[config.mk]
export PLATFORM = sky130hd
export DESIGN_NAME = timed_decoder
export DESIGN_NICKNAME = d
export VERILOG_FILES = /design/src/rtl/timed_decoder.sv
export SDC_FILE = /design/constraint.sdc
export NUM_CORES = 1
export LEC_CHECK = 0
export BUFFER_PORTS_ARGS = -buffer_cell sky130_fd_sc_hd__buf_2
export CAP_MARGIN = 15
export CORE_MARGIN = 8
export CORE_UTILIZATION = 25
export CTS_BUF_LIST = sky130_fd_sc_hd__clkbuf_16
export CTS_CLUSTER_SIZE = 14
export DETAILED_ROUTE_END_ITERATION = 6
export SKIP_CTS_REPAIR_TIMING = 1
export SYNTH_ARGS = -nofsm -noshare
export SYNTH_HDL_FRONTEND = slang
export SYNTH_SLANG_ARGS = --single-unit
export TNS_END_PERCENT = 20
[constraint.sdc]
create_clock -name Clk -period 2.2 [get_ports Clk]
set_input_delay 0.66 -clock Clk [delete_from_list [all_inputs] [get_ports Clk]]
set_output_delay 0.66 -clock Clk [all_outputs]
set_load 0.02 [all_outputs]
[src/rtl/timed_decoder.sv]
// timed_decoder: sequential 2-to-4 decoder with an input FIFO and timed output.
//
// Encoded codes {zero, Y} arrive over a valid/ready handshake and are queued
// in a small FIFO. Each queued code is shown on a registered one-hot bus W
// for HOLD_CYCLES cycles, followed by a single blank GAP cycle in which done
// pulses. A code with zero=1 is a blank slot: it takes the same time and also
// produces done, but W stays 0000.
//
// Ports:
//   Clk      in   rising-edge clock
//   Rst_n    in   asynchronous active-low reset
//   Y[1:0]   in   encoded index (00 -> W[0] ... 11 -> W[3])
//   zero     in   1 = no line active (Y ignored)
//   in_valid in   {zero,Y} valid this cycle
//   in_ready out  FIFO not full (decoded from the occupancy register)
//   W[3:0]   out  registered one-hot output or 0000
//   busy     out  registered, 1 while in HOLD or GAP
//   done     out  registered single-cycle pulse in the GAP cycle
module timed_decoder #(
  parameter int HOLD_CYCLES = 4,
  parameter int DEPTH       = 4
) (
  input  logic       Clk,
  input  logic       Rst_n,
  input  logic [1:0] Y,
  input  logic       zero,
  input  logic       in_valid,
  output logic       in_ready,
  output logic [3:0] W,
  output logic       busy,
  output logic       done
);

  localparam int CNT_W = $clog2(HOLD_CYCLES + 1);
  localparam int PTR_W = $clog2(DEPTH);
  localparam int OCC_W = $clog2(DEPTH + 1);

  localparam logic [CNT_W-1:0] CNT_LOAD = CNT_W'(HOLD_CYCLES - 1);
  localparam logic [OCC_W-1:0] OCC_FULL = OCC_W'(DEPTH);

  typedef enum logic [1:0] {
    IDLE = 2'd0,
    HOLD = 2'd1,
    GAP  = 2'd2
  } state_t;

  state_t           state_q;
  logic [CNT_W-1:0] cnt_q;
  logic [3:0]       w_q;
  logic             busy_q;
  logic             done_q;

  // FIFO storage holds {zero, Y}; contents need no reset because the
  // pointers and occupancy define which entries are live.
  logic [2:0]       mem_q [DEPTH];
  logic [PTR_W-1:0] wr_ptr_q, wr_ptr_d;
  logic [PTR_W-1:0] rd_ptr_q, rd_ptr_d;
  logic [OCC_W-1:0] occ_q, occ_d;

  logic             push;
  logic             pop;
  logic [2:0]       head;

  function automatic logic [3:0] decode(input logic [2:0] entry);
    decode = entry[2] ? 4'b0000 : (4'b0001 << entry[1:0]);
  endfunction

  // Ready depends only on the occupancy register, so a pop on the same edge
  // never lets a push into a full FIFO.
  assign in_ready = (occ_q != OCC_FULL);
  assign push     = in_valid && in_ready;
  assign pop      = (occ_q != '0) && ((state_q == IDLE) || (state_q == GAP));
  assign head     = mem_q[rd_ptr_q];

  assign W    = w_q;
  assign busy = busy_q;
  assign done = done_q;

  always_comb begin
    wr_ptr_d = wr_ptr_q;
    rd_ptr_d = rd_ptr_q;
    occ_d    = occ_q;
    // DEPTH is a power of two, so natural pointer overflow is the wrap.
    if (push) wr_ptr_d = wr_ptr_q + PTR_W'(1);
    if (pop)  rd_ptr_d = rd_ptr_q + PTR_W'(1);
    case ({push, pop})
      2'b10:   occ_d = occ_q + OCC_W'(1);
      2'b01:   occ_d = occ_q - OCC_W'(1);
      default: occ_d = occ_q;
    endcase
  end

  always_ff @(posedge Clk or negedge Rst_n) begin
    if (!Rst_n) begin
      wr_ptr_q <= '0;
      rd_ptr_q <= '0;
      occ_q    <= '0;
    end else begin
      wr_ptr_q <= wr_ptr_d;
      rd_ptr_q <= rd_ptr_d;
      occ_q    <= occ_d;
    end
  end

  always_ff @(posedge Clk) begin
    if (push) mem_q[wr_ptr_q] <= {zero, Y};
  end

  always_ff @(posedge Clk or negedge Rst_n) begin
    if (!Rst_n) begin
      state_q <= IDLE;
      cnt_q   <= '0;
      w_q     <= 4'b0000;
      busy_q  <= 1'b0;
      done_q  <= 1'b0;
    end else begin
      case (state_q)
        IDLE: begin
          done_q <= 1'b0;
          if (pop) begin
            w_q     <= decode(head);
            cnt_q   <= CNT_LOAD;
            busy_q  <= 1'b1;
            state_q <= HOLD;
          end else begin
            w_q    <= 4'b0000;
            busy_q <= 1'b0;
          end
        end
        HOLD: begin
          if (cnt_q != '0) begin
            cnt_q <= cnt_q - CNT_W'(1);
          end else begin
            w_q     <= 4'b0000;
            done_q  <= 1'b1;
            state_q <= GAP;
          end
        end
        GAP: begin
          // GAP lasts exactly one cycle; a waiting code is loaded directly
          // so back-to-back codes run at HOLD_CYCLES+1 cycles each.
          done_q <= 1'b0;
          if (pop) begin
            w_q     <= decode(head);
            cnt_q   <= CNT_LOAD;
            busy_q  <= 1'b1;
            state_q <= HOLD;
          end else begin
            w_q     <= 4'b0000;
            busy_q  <= 1'b0;
            state_q <= IDLE;
          end
        end
        default: begin
          w_q     <= 4'b0000;
          busy_q  <= 1'b0;
          done_q  <= 1'b0;
          state_q <= IDLE;
        end
      endcase
    end
  end

endmodule
==> Word level (Yosys, flattened, before mapping) <==
Memories as Yosys holds them, arrays and structs flattened.
Index checks and enable logic that the tools add are counted.
W data, S select, Z words.
{ "totals": {"regBits": 18, "out_inout_bits": 7, "ramBits": 12, "elab_cells": 53, "mem_count": 1} }
{ "memory_table": {"columns": ["memory", "words", "width", "read_ports", "rd_ports_with_merged_regs", "wr", "line_no", "rtl"], "rows": [
  ["mem_q", 4, 3, 1, 0, 1, "55", "logic [2:0] mem_q [DEPTH];"]
]} }
{ "op_classes": {"n_reduce_logical": 11, "addsub": 5, "shifts": 1, "n_mux": 18, "n_eq_ne": 9} }
{ "ops": {"columns": ["operator", "count"], "rows": [
  ["$mux W4", 3],
  ["$pmux W3 S2", 2],
  ["$pmux W4 S2", 1],
  ["$mux W1", 6],
  ["$mux W3", 2],
  ["$ne A2 B2 Y1 const B", 3],
  ["$pmux W2 S3", 1],
  ["$reduce_bool A3 Y1", 2],
  ["$sub A3 B1 Y3 const B", 2],
  ["$add A2 B1 Y2 const B", 2],
  ["$eq A2 B1 Y1 const B", 2],
  ["$eq A2 B2 Y1 const B", 2],
  ["$mux W2", 2],
  ["$reduce_bool A2 Y1", 2],
  ["$shl A1 B2 Y4 const A", 1],
  ["$add A3 B1 Y3 const B", 1],
  ["$ne A3 B3 Y1 const B", 1],
  ["$reduce_and A3 Y1", 1],
  ["$logic_and A1 B1 Y1", 2],
  ["$logic_not A2 Y1", 1],
  ["$ne A2 B1 Y1 const B", 1],
  ["$pmux W1 S2", 1],
  ["$reduce_and A2 Y1", 1],
  ["$reduce_or A2 Y1", 1],
  ["$logic_or A1 B1 Y1", 1]
]} }

==> Depth between registers and ports, before layout <==
Gate-level depths: netlist of the first run.
{ "logic_depth": {"word_depth": 5, "mapped_depth": 9} }

==> Least setup slack after synthesis of the first run <==
Ideal clock, no wire load.
{ "synth_timing": {"kind": "reg-to-reg", "from": "reg occ_q[1]", "to": "reg occ_q[2]", "setup_time_ns": 0.079, "t_arrival_ns": 2.043, "path_stages_with_launch": 10, "synth_period_minus_slack_ns": 2.122, "setup_slack_ns": 0.078, "n_path_buf": 0, "required_time_ns": 2.121, "cell_sequence": "dfrtp_1 -> or3b_4 -> and2_4 -> inv_1 -> ha_1 -> inv_1 -> fa_1 -> xor2_1 -> nor2_1 -> xor2_1"} }
{ "synth_between": {"elab_chain_cells": 4, "elab_cells_between_ends": 10, "cone_classes": "add/sub: 2; eq/ne: 3; mux: 1; reduce/logical: 4"} }
{ "synth_lines": {"columns": ["item", "line_no", "rtl"], "rows": [
  ["start, declared", "58", "logic [OCC_W-1:0] occ_q, occ_d;"],
  ["start signal, assigned", "97", "occ_q <= '0;"],
  ["start signal, assigned", "101", "occ_q <= occ_d;"],
  ["$ne A3 B3 Y1 (*)", "70", "assign in_ready = (occ_q != OCC_FULL);"],
  ["via in_ready", "28", "output logic in_ready,"],
  ["$logic_and A1 B1 Y1 (*)", "71", "assign push = in_valid && in_ready;"],
  ["$eq A2 B1 Y1 / $eq A2 B2 Y1 (equally long branches)", "86", "case ({push, pop})"],
  ["$pmux W3 S2 / $reduce_bool A2 Y1 (equally long branches)", null, null]
]} }
The timed path passes the listed nets; every way through them passes the cells marked *.
A chain may end at the register's enable or synchronous reset.

==> Worst setup path in the final report of the first run <==
{ "layout_timing": {"from": "reg occ_q[1]", "to": "reg occ_q[2]"} }
{ "layout_between": {"elab_chain_cells": 4, "elab_cells_between_ends": 10, "cone_classes": "add/sub: 2; eq/ne: 3; mux: 1; reduce/logical: 4"} }
{ "layout_lines": {"columns": ["item", "line_no"], "rows": [
  ["$ne A3 B3 Y1 / $reduce_bool A3 Y1 (equally long branches)", "70, 72"],
  ["$logic_and A1 B1 Y1 (on tied branches)", "71, 72"],
  ["$eq A2 B1 Y1 / $eq A2 B2 Y1 (equally long branches)", "86"],
  ["$pmux W3 S2 / $reduce_bool A2 Y1 (equally long branches)", null]
]} }
Several ways; a longest one is shown, not always the timed one.

==> flow_summary.ini, run 1 <==
[run_status]
run_status = finished, final reports clean

[setup_path]
category_of_the_worst_setup_path_launch_point = flip-flop
cp_capture_type = flip-flop
required_ns = 2.39
path_class = reg -> reg
data_arrival_time_of_the_worst_path_ns = 2.27
crit_fanout = 4

[drt]
first_iter_violations = 19
via_count = 758
drt_first_pass_iters = 4
drt_wl_total_um = 2250
post_drt_wl_per_cell_um = 12.2
ant_nets = 0
routed_via_density = 4.12
drc_violations_left = 0

[finish]
fill_cells = 506
area.sequential_um2 = 811
post_route_cells_drive_above_1_share_pct = 36.0
finalNonFillerCells = 184
fin_area_um2 = 1700
post-route-util_pct = 33.3
layout_nets = 127
area.growth.synth_to_final_pct = 28.5
antennaDiodeCount = 0
multi_input_comb_area_um2 = 487

[hold_path]
holdCritPathClass = in -> async

[floorplan]
die_area_um2 = 7880
initial_utilization_pct = 25.9
fp.coreArea_um2 = 5110
num_rows = 26
floorplan.die.height_um = 88.8
die_w_um = 88.8
boundaryPins = 13

[clock_network]
numCtsBuffers = 5
cts-root-buf = sky130_fd_sc_hd__clkbuf_16
cts_tree = built
clock_sinks = 30
clockBufferDepth = 2
insertion_delay_ns = 0.27
clock_tree.htree_level_count = 2
clkSlewWorstSetupHoldPaths_ns = 0.05

[placement]
dp.final_hpwl_um = 1690
finalWeightedCongestion = 0.677
dpl-instance-area_um2 = 1490
portBuffers = 12
cell_count_after_placement = 173

[synthesis]
syn-cell-area_um2 = 1320
post_synth_main_area_contributors = sky130_fd_sc_hd__dfrtp_1, sky130_fd_sc_hd__edfxtp_1, sky130_fd_sc_hd__ha_1
post-synth-top-area-fraction_pct = 34.0
postSynthCellCount = 88
synth_sequential_area_ratio_pct = 61.2
netlist.top_cell.by_area = sky130_fd_sc_hd__dfrtp_1
ys_warn_count = 0
yosys_register_bits = 30
post_syn_nets = 102
synth_cell_type_count = 29
average_instance_area_after_synthesis_um2 = 15.0

[sta]
maxSlewHeadroom_pct = 71.8
slew_violations = 0
worst_slew_pin_slew_ns = 0.423
unrepaired_setup_endpoints_after_global_routing = false
final.min_clock_period_ns = 2.07
setup-tns-final_ns = 0
setup_viol_count_final = 0
max_clock_freq_mhz = 482
hold_ws_ns = 0.318
fin_crit_sh_pct = 94.3
final.setup_skew_ns = 0.00225
finalHoldViolations = 0

[global_routing]
grt_pass1_vias = 821
number_of_antenna_violations_at_the_first_check_in_global_routing = 0
grt_start_max_net_pins = 19
grt_usage_pct = 6.66
grt_first_pass_wirelength_um = 3820
global_route.overflow_total = 0

[pwr]
power.ir.vdd_worst_v = 0.000625
power.leakage_uw = 0.000748
power_density_over_the_cells_nw_per_um2 = 1600

[job]
cap_viol_max_count = 0
==> layout make-up <==
class	count	area share (%)
multi-input combinational	47	28.6
clock inverter	3	2.65
sequential	30	47.6
inverter	11	2.43
tap	70	5.15
timing repair buffer	18	6.18
clock buffer	5	7.35
==> state kept, by name (all words and copies together) (netlist names) <==
name      flops
mem_q        12
W             4
cnt_q         3
occ_q         3
rd_ptr_q      2
state_q       2
wr_ptr_q      2
busy          1
done          1
==> power by group <==
| group | total (uW) | switching [uW] | internal, uW |
|---|---|---|---|
| clock | 771 | 238 | 532 |
| combinational | 1010 | 512 | 499 |
| sequential | 945 | 145 | 801 |
| total | 2730 | 894 | 1830 |
==> through the flow <==
stage | setup WS [ns] | total power (uW)
5_1_grt | 0.00596 | 2920
3_5_place_dp | 0.0142 | 1910
6_report | 0.125 | 2730
3_3_place_gp | 0.0930 | 1850
2_1_floorplan | 0.0780 | 1620
4_1_cts | -0.00290 | 2700
==> worst max-delay path, stage by stage, from the launching register on <==
cell                      delay, ns
sky130_fd_sc_hd__dfrtp_1       0.42
sky130_fd_sc_hd__or3b_4        0.40
sky130_fd_sc_hd__and2_4        0.16
sky130_fd_sc_hd__inv_2         0.06
sky130_fd_sc_hd__ha_4          0.14
sky130_fd_sc_hd__inv_2         0.04
sky130_fd_sc_hd__fa_2          0.34
sky130_fd_sc_hd__xor2_1        0.14
sky130_fd_sc_hd__nor2_1        0.12
sky130_fd_sc_hd__xor2_1        0.16
==> per-layer routing <==
| layer | track usage (%) | part of all wire (%) | wire length, um | vias up |
|---|---|---|---|---|
| met5 | 0 | 0 | 0 | - |
| met1 | 7.35 | 45 | 1010 | 373 |
| li1 | - | - | - | 364 |
| met3 | 2.97 | 6.3 | 141 | 4 |
| met4 | 5.07 | 1.6 | 36 | 0 |
| met2 | 9.84 | 47 | 1060 | 17 |
==> path summary, 6_finish.rpt <==
path	start	to	slack, ns	depth (start not counted)
hold / removal	Rst_n	wr_ptr_q[0]	0.32	1
setup reg to reg	occ_q[1]	occ_q[2]	0.13	9
hold reg to reg	done	done	0.48	1
setup / recovery	occ_q[1]	occ_q[2]	0.13	9
max in group asynchronous	Rst_n	W[3]	1.58	1
min in group Clk	done	done	0.48	1
==> cell families (layout without fill, tap and decap cells) <==
kind of cell / after synthesis / in the layout / share of synthesized area, %
compound gates: 10 / 10 / 6.05
mux: 5 / 5 / 7.66
xor+xnor: 6 / 6 / 3.97
fa+ha+maj: 8 / 8 / 8.13
buf+inv: 11 / 37 / 3.12
simple gates: 18 / 18 / 9.83
flops: 30 / 30 / 61.2
==> layout by cell type (no fill, tap or decap), drive strengths merged, types with 4 or more instances in the layout <==
master  Yosys  layout
xor2        4       4
edfxtp     12      12
dfrtp      18      18
clkbuf      0       5
buf         0      18
a32o        4       4
inv        11      11
and3        4       4
ha          7       7
==> synth_stat cells <==
| library cell | number |
|---|---|
| sky130_fd_sc_hd__nand2_1 | 3 |
| sky130_fd_sc_hd__o21a_1 | 1 |
| sky130_fd_sc_hd__o21ai_1 | 1 |
| sky130_fd_sc_hd__a21o_1 | 1 |
| sky130_fd_sc_hd__a2bb2oi_1 | 1 |
| sky130_fd_sc_hd__or3b_4 | 1 |
| sky130_fd_sc_hd__mux2_4 | 1 |
| sky130_fd_sc_hd__nor3b_1 | 1 |
| sky130_fd_sc_hd__xnor2_1 | 2 |
| sky130_fd_sc_hd__ha_1 | 7 |
| sky130_fd_sc_hd__xor2_1 | 4 |
| sky130_fd_sc_hd__o22ai_1 | 1 |
| sky130_fd_sc_hd__mux4_1 | 2 |
| sky130_fd_sc_hd__mux2_2 | 1 |
| sky130_fd_sc_hd__and2_4 | 1 |
| sky130_fd_sc_hd__o21ai_0 | 1 |
| sky130_fd_sc_hd__nor2_1 | 2 |
| sky130_fd_sc_hd__and2_1 | 1 |
| sky130_fd_sc_hd__edfxtp_1 | 12 |
| sky130_fd_sc_hd__fa_1 | 1 |
| sky130_fd_sc_hd__dfrtp_1 | 18 |
| sky130_fd_sc_hd__a32o_1 | 4 |
| sky130_fd_sc_hd__inv_1 | 11 |
| sky130_fd_sc_hd__mux4_2 | 1 |
| sky130_fd_sc_hd__and3_2 | 4 |
| sky130_fd_sc_hd__nor3_4 | 1 |
| sky130_fd_sc_hd__or3b_1 | 1 |
| sky130_fd_sc_hd__nor2b_1 | 2 |
| sky130_fd_sc_hd__nor3_2 | 1 |
Note: power is estimated with default switching activity, not from simulation.
==> run 2: changes to the inputs <==
--- a/config.mk
+++ b/config.mk
@@ -5,6 +5,7 @@
 export SDC_FILE = /design/constraint.sdc
 export NUM_CORES = 1
 export LEC_CHECK = 0
+export ABC_AREA = 1
 export BUFFER_PORTS_ARGS = -buffer_cell sky130_fd_sc_hd__buf_2
 export CAP_MARGIN = 15
 export CORE_MARGIN = 8
==> run 2 against run 1 <==
Compared with the run above: count of clock-buffer cells in the layout did not move; utilization is 2.4 points lower; worst hold slack better by 0.0016 ns; critical path depth unchanged; routed wire length decreased by 1.0%; sequential power down 3.5%; worst setup slack better by 0.20 ns; synthesized area rose by 3.6%; combinational power decreased by 7%; power is 4.8% lower; largest cell class unchanged.
==> flow_summary.ini, run 2 <==
[global_routing]
grt_usage_pct = 6.00
grt_pass1_vias = 856
grt_first_pass_wirelength_um = 3880
grt_start_max_net_pins = 19
global_route.overflow_total = 0
number_of_antenna_violations_at_the_first_check_in_global_routing = 0

[finish]
fill_cells = 574
area.growth.synth_to_final_pct = 22.0
final_cell_mix = sky130_fd_sc_hd__nand2_1, sky130_fd_sc_hd__inv_1, sky130_fd_sc_hd__dfrtp_1
registers.top_by_ff_count = mem_q
post_route_cells_drive_above_1_share_pct = 25.7
finalNonFillerCells = 220
antennaDiodeCount = 0
flip_flop_count_of_the_largest_register_after_layout = 12
mostFrequentLayoutCell = sky130_fd_sc_hd__nand2_1
layout_nets = 161

[synthesis]
post-synth-top-area-fraction_pct = 32.8
compound_cell_area_share_of_the_yosys_netlist_pct = 2.65
post_synth_main_area_contributors = sky130_fd_sc_hd__dfrtp_1, sky130_fd_sc_hd__edfxtp_1, sky130_fd_sc_hd__ha_1
ys_warn_count = 0
post_synth_mux_area_share_pct = 0
postSynthCellCount = 129
yosys_register_bits = 30
synthMostInstantiatedCell = sky130_fd_sc_hd__nand2_1
netlist.top_cell.by_area = sky130_fd_sc_hd__dfrtp_1
postSynth.asyncResetShare_pct = 60.0
synth_top_flop_cell = sky130_fd_sc_hd__dfrtp_1
synth_cell_type_count = 21
synthAdderAreaFrac_pct = 7.85
post_syn_nets = 143
combinational_family_with_the_most_area_after_synthesis = simple AND/OR/NAND/NOR gates
synth-xor-area-share_pct = 2.55
average_instance_area_after_synthesis_um2 = 10.6
synth_simple_gate_area_share_pct = 20.4
synth_sequential_area_ratio_pct = 59.1
ys_top_cells_by_count = sky130_fd_sc_hd__nand2_1, sky130_fd_sc_hd__dfrtp_1, sky130_fd_sc_hd__inv_1
number_of_synthesized_flops_with_an_enable_pin = 12
syn-cell-area_um2 = 1370

[sta]
worst_slew_pin_slew_ns = 0.409
fin_crit_sh_pct = 85.2
maxSlewHeadroom_pct = 72.7
layout_setup_ws_ns = 0.325
final.setup_skew_ns = 0.00262
final.min_clock_period_ns = 1.87
slew_violations = 0
setup-tns-final_ns = 0
setup_viol_count_final = 0
unrepaired_setup_endpoints_after_global_routing = false
max_clock_freq_mhz = 533
finalHoldViolations = 0

[drt]
drt_wl_total_um = 2230
post_drt_wl_per_cell_um = 10.1
drt_first_pass_iters = 3
via_count = 847
first_iter_violations = 36
routed_via_density = 3.85
ant_nets = 0
drc_violations_left = 0

[setup_path]
r2r_setup_slack_ns = 0.33
crit_fanout = 8
cp_capture_type = flip-flop
cp.buffers_inverters = 2
critical_path_max_stage_delay_ns = 0.38
path_class = reg -> reg
critical_path_cell_count = 9
required_ns = 2.35
critPathSlowestCell = sky130_fd_sc_hd__fa_1
worst_setup_path_startpoint = occ_q[1]
worstReg2RegEnd = occ_q[2]
worst_setup_path_endpoint = occ_q[2]
path_delay_family = adder cells
reg2reg_from = occ_q[1]
category_of_the_worst_setup_path_launch_point = flip-flop
timing.reg2reg.worst_path_depth = 9
data_arrival_time_of_the_worst_path_ns = 2.02
timing.critical_path.mode_cell = sky130_fd_sc_hd__inv_1
critical_path.cell_chain = inv_1 -> nand3_2 -> nand2_2 -> ha_1 -> inv_1 -> fa_1 -> a21oi_1 -> o21ai_0 -> xor2_1

[floorplan]
die_area_um2 = 8110
die_w_um = 90.1
num_rows = 27
initial_utilization_pct = 25.4
floorplan.die.height_um = 90.1
boundaryPins = 13
fp.coreArea_um2 = 5410

[clock_network]
cts-root-buf = sky130_fd_sc_hd__clkbuf_16
clockBufferDepth = 2
insertion_delay_ns = 0.27
clock_tree.htree_level_count = 2
clkSlewWorstSetupHoldPaths_ns = 0.05
clock_sinks = 30
cts_tree = built
numCtsBuffers = 5

[run_status]
run_status = finished, final reports clean

[pwr]
power.ir.vdd_worst_v = 0.000395
clock_power_share_pct = 28.6
power.switching_uw = 949
p_seq_share_pct = 35.2
power.leakage_uw = 0.000797
power_density_over_the_cells_nw_per_um2 = 1550
cell_internal_pwr_uw = 1650
power_frac_comb_pct = 36.3
power_switching_share_pct = 36.6
p_total_uw = 2590

[placement]
finalWeightedCongestion = 0.711
portBuffers = 12
cell_count_after_placement = 212
dp.final_hpwl_um = 1710
preCtsSetupSlack_ns = 0.167

[job]
cap_viol_max_count = 0

[hold_path]
holdCritPathClass = in -> async
## run 2: area by class of cell
cell class / count / area, um2 / area share, %
clock buffer: 5 / 125 / 7.48
timing repair buffer: 12 / 60.1 / 3.59
multi-input combinational: 76 / 459 / 27.4
tap: 72 / 90.1 / 5.39
clock inverter: 3 / 37.5 / 2.24
sequential: 30 / 811 / 48.5
inverter: 22 / 90.1 / 5.39
## run 2: worst min path at each step
| stage | end | cells after the start |
|---|---|---|
| 4_1_cts | cnt_q[0] | 1 |
| 3_3_place_gp | W[1] | 2 |
| 6_report | W[2] | 1 |
| 2_1_floorplan | W[0] | 0 |
| 3_5_place_dp | busy | 2 |
| 5_1_grt | cnt_q[0] | 1 |
## run 2: stage by stage
stage               util, %  hold WS, ns  instance area (um2)
floorplan                 -        0.364                 1370
global placement       27.9        0.461                 1510
detailed placement     27.9        0.461                 1510
CTS                    30.9        0.335                 1670
global route           30.9        0.355                 1670
finish                 30.9        0.319                 1670
## run 2: worst register-to-register path, delay by kind of cell (launching register included)
kind / cells / cell delay [ns]
fa+ha+maj: 2 / 0.55
flops: 1 / 0.37
simple gates: 2 / 0.25
compound gates: 2 / 0.25
buf+inv: 2 / 0.19
xor+xnor: 1 / 0.15
## run 2: power groups by stage
stage | logic (uW) | registers, uW | clock network [uW]
floorplan | 739 | 932 | 0
global placement | 934 | 921 | 0
detailed placement | 953 | 922 | 0
CTS | 965 | 915 | 752
global route | 1100 | 939 | 775
finish | 941 | 912 | 741
## run 2: logic make-up (layout without fill, tap and decap cells)
kind of cell | Yosys count | after routing
AO/OA/AOI/OAI | 7 | 7
XOR/XNOR | 4 | 4
buffers and inverters | 23 | 42
AND/OR/NAND/NOR | 57 | 57
adder cells (fa/ha/maj) | 8 | 8
flip-flops | 30 | 30
## run 2: routing by layer
layer	vias up	wire length, um	share of wire [%]	GRT usage (%)
met5	-	0	0	0
met1	383	1050	47	6.69
li1	443	-	-	-
met2	14	1010	45	9.33
met3	7	131	5.9	2.74
met4	0	36	1.6	3.33
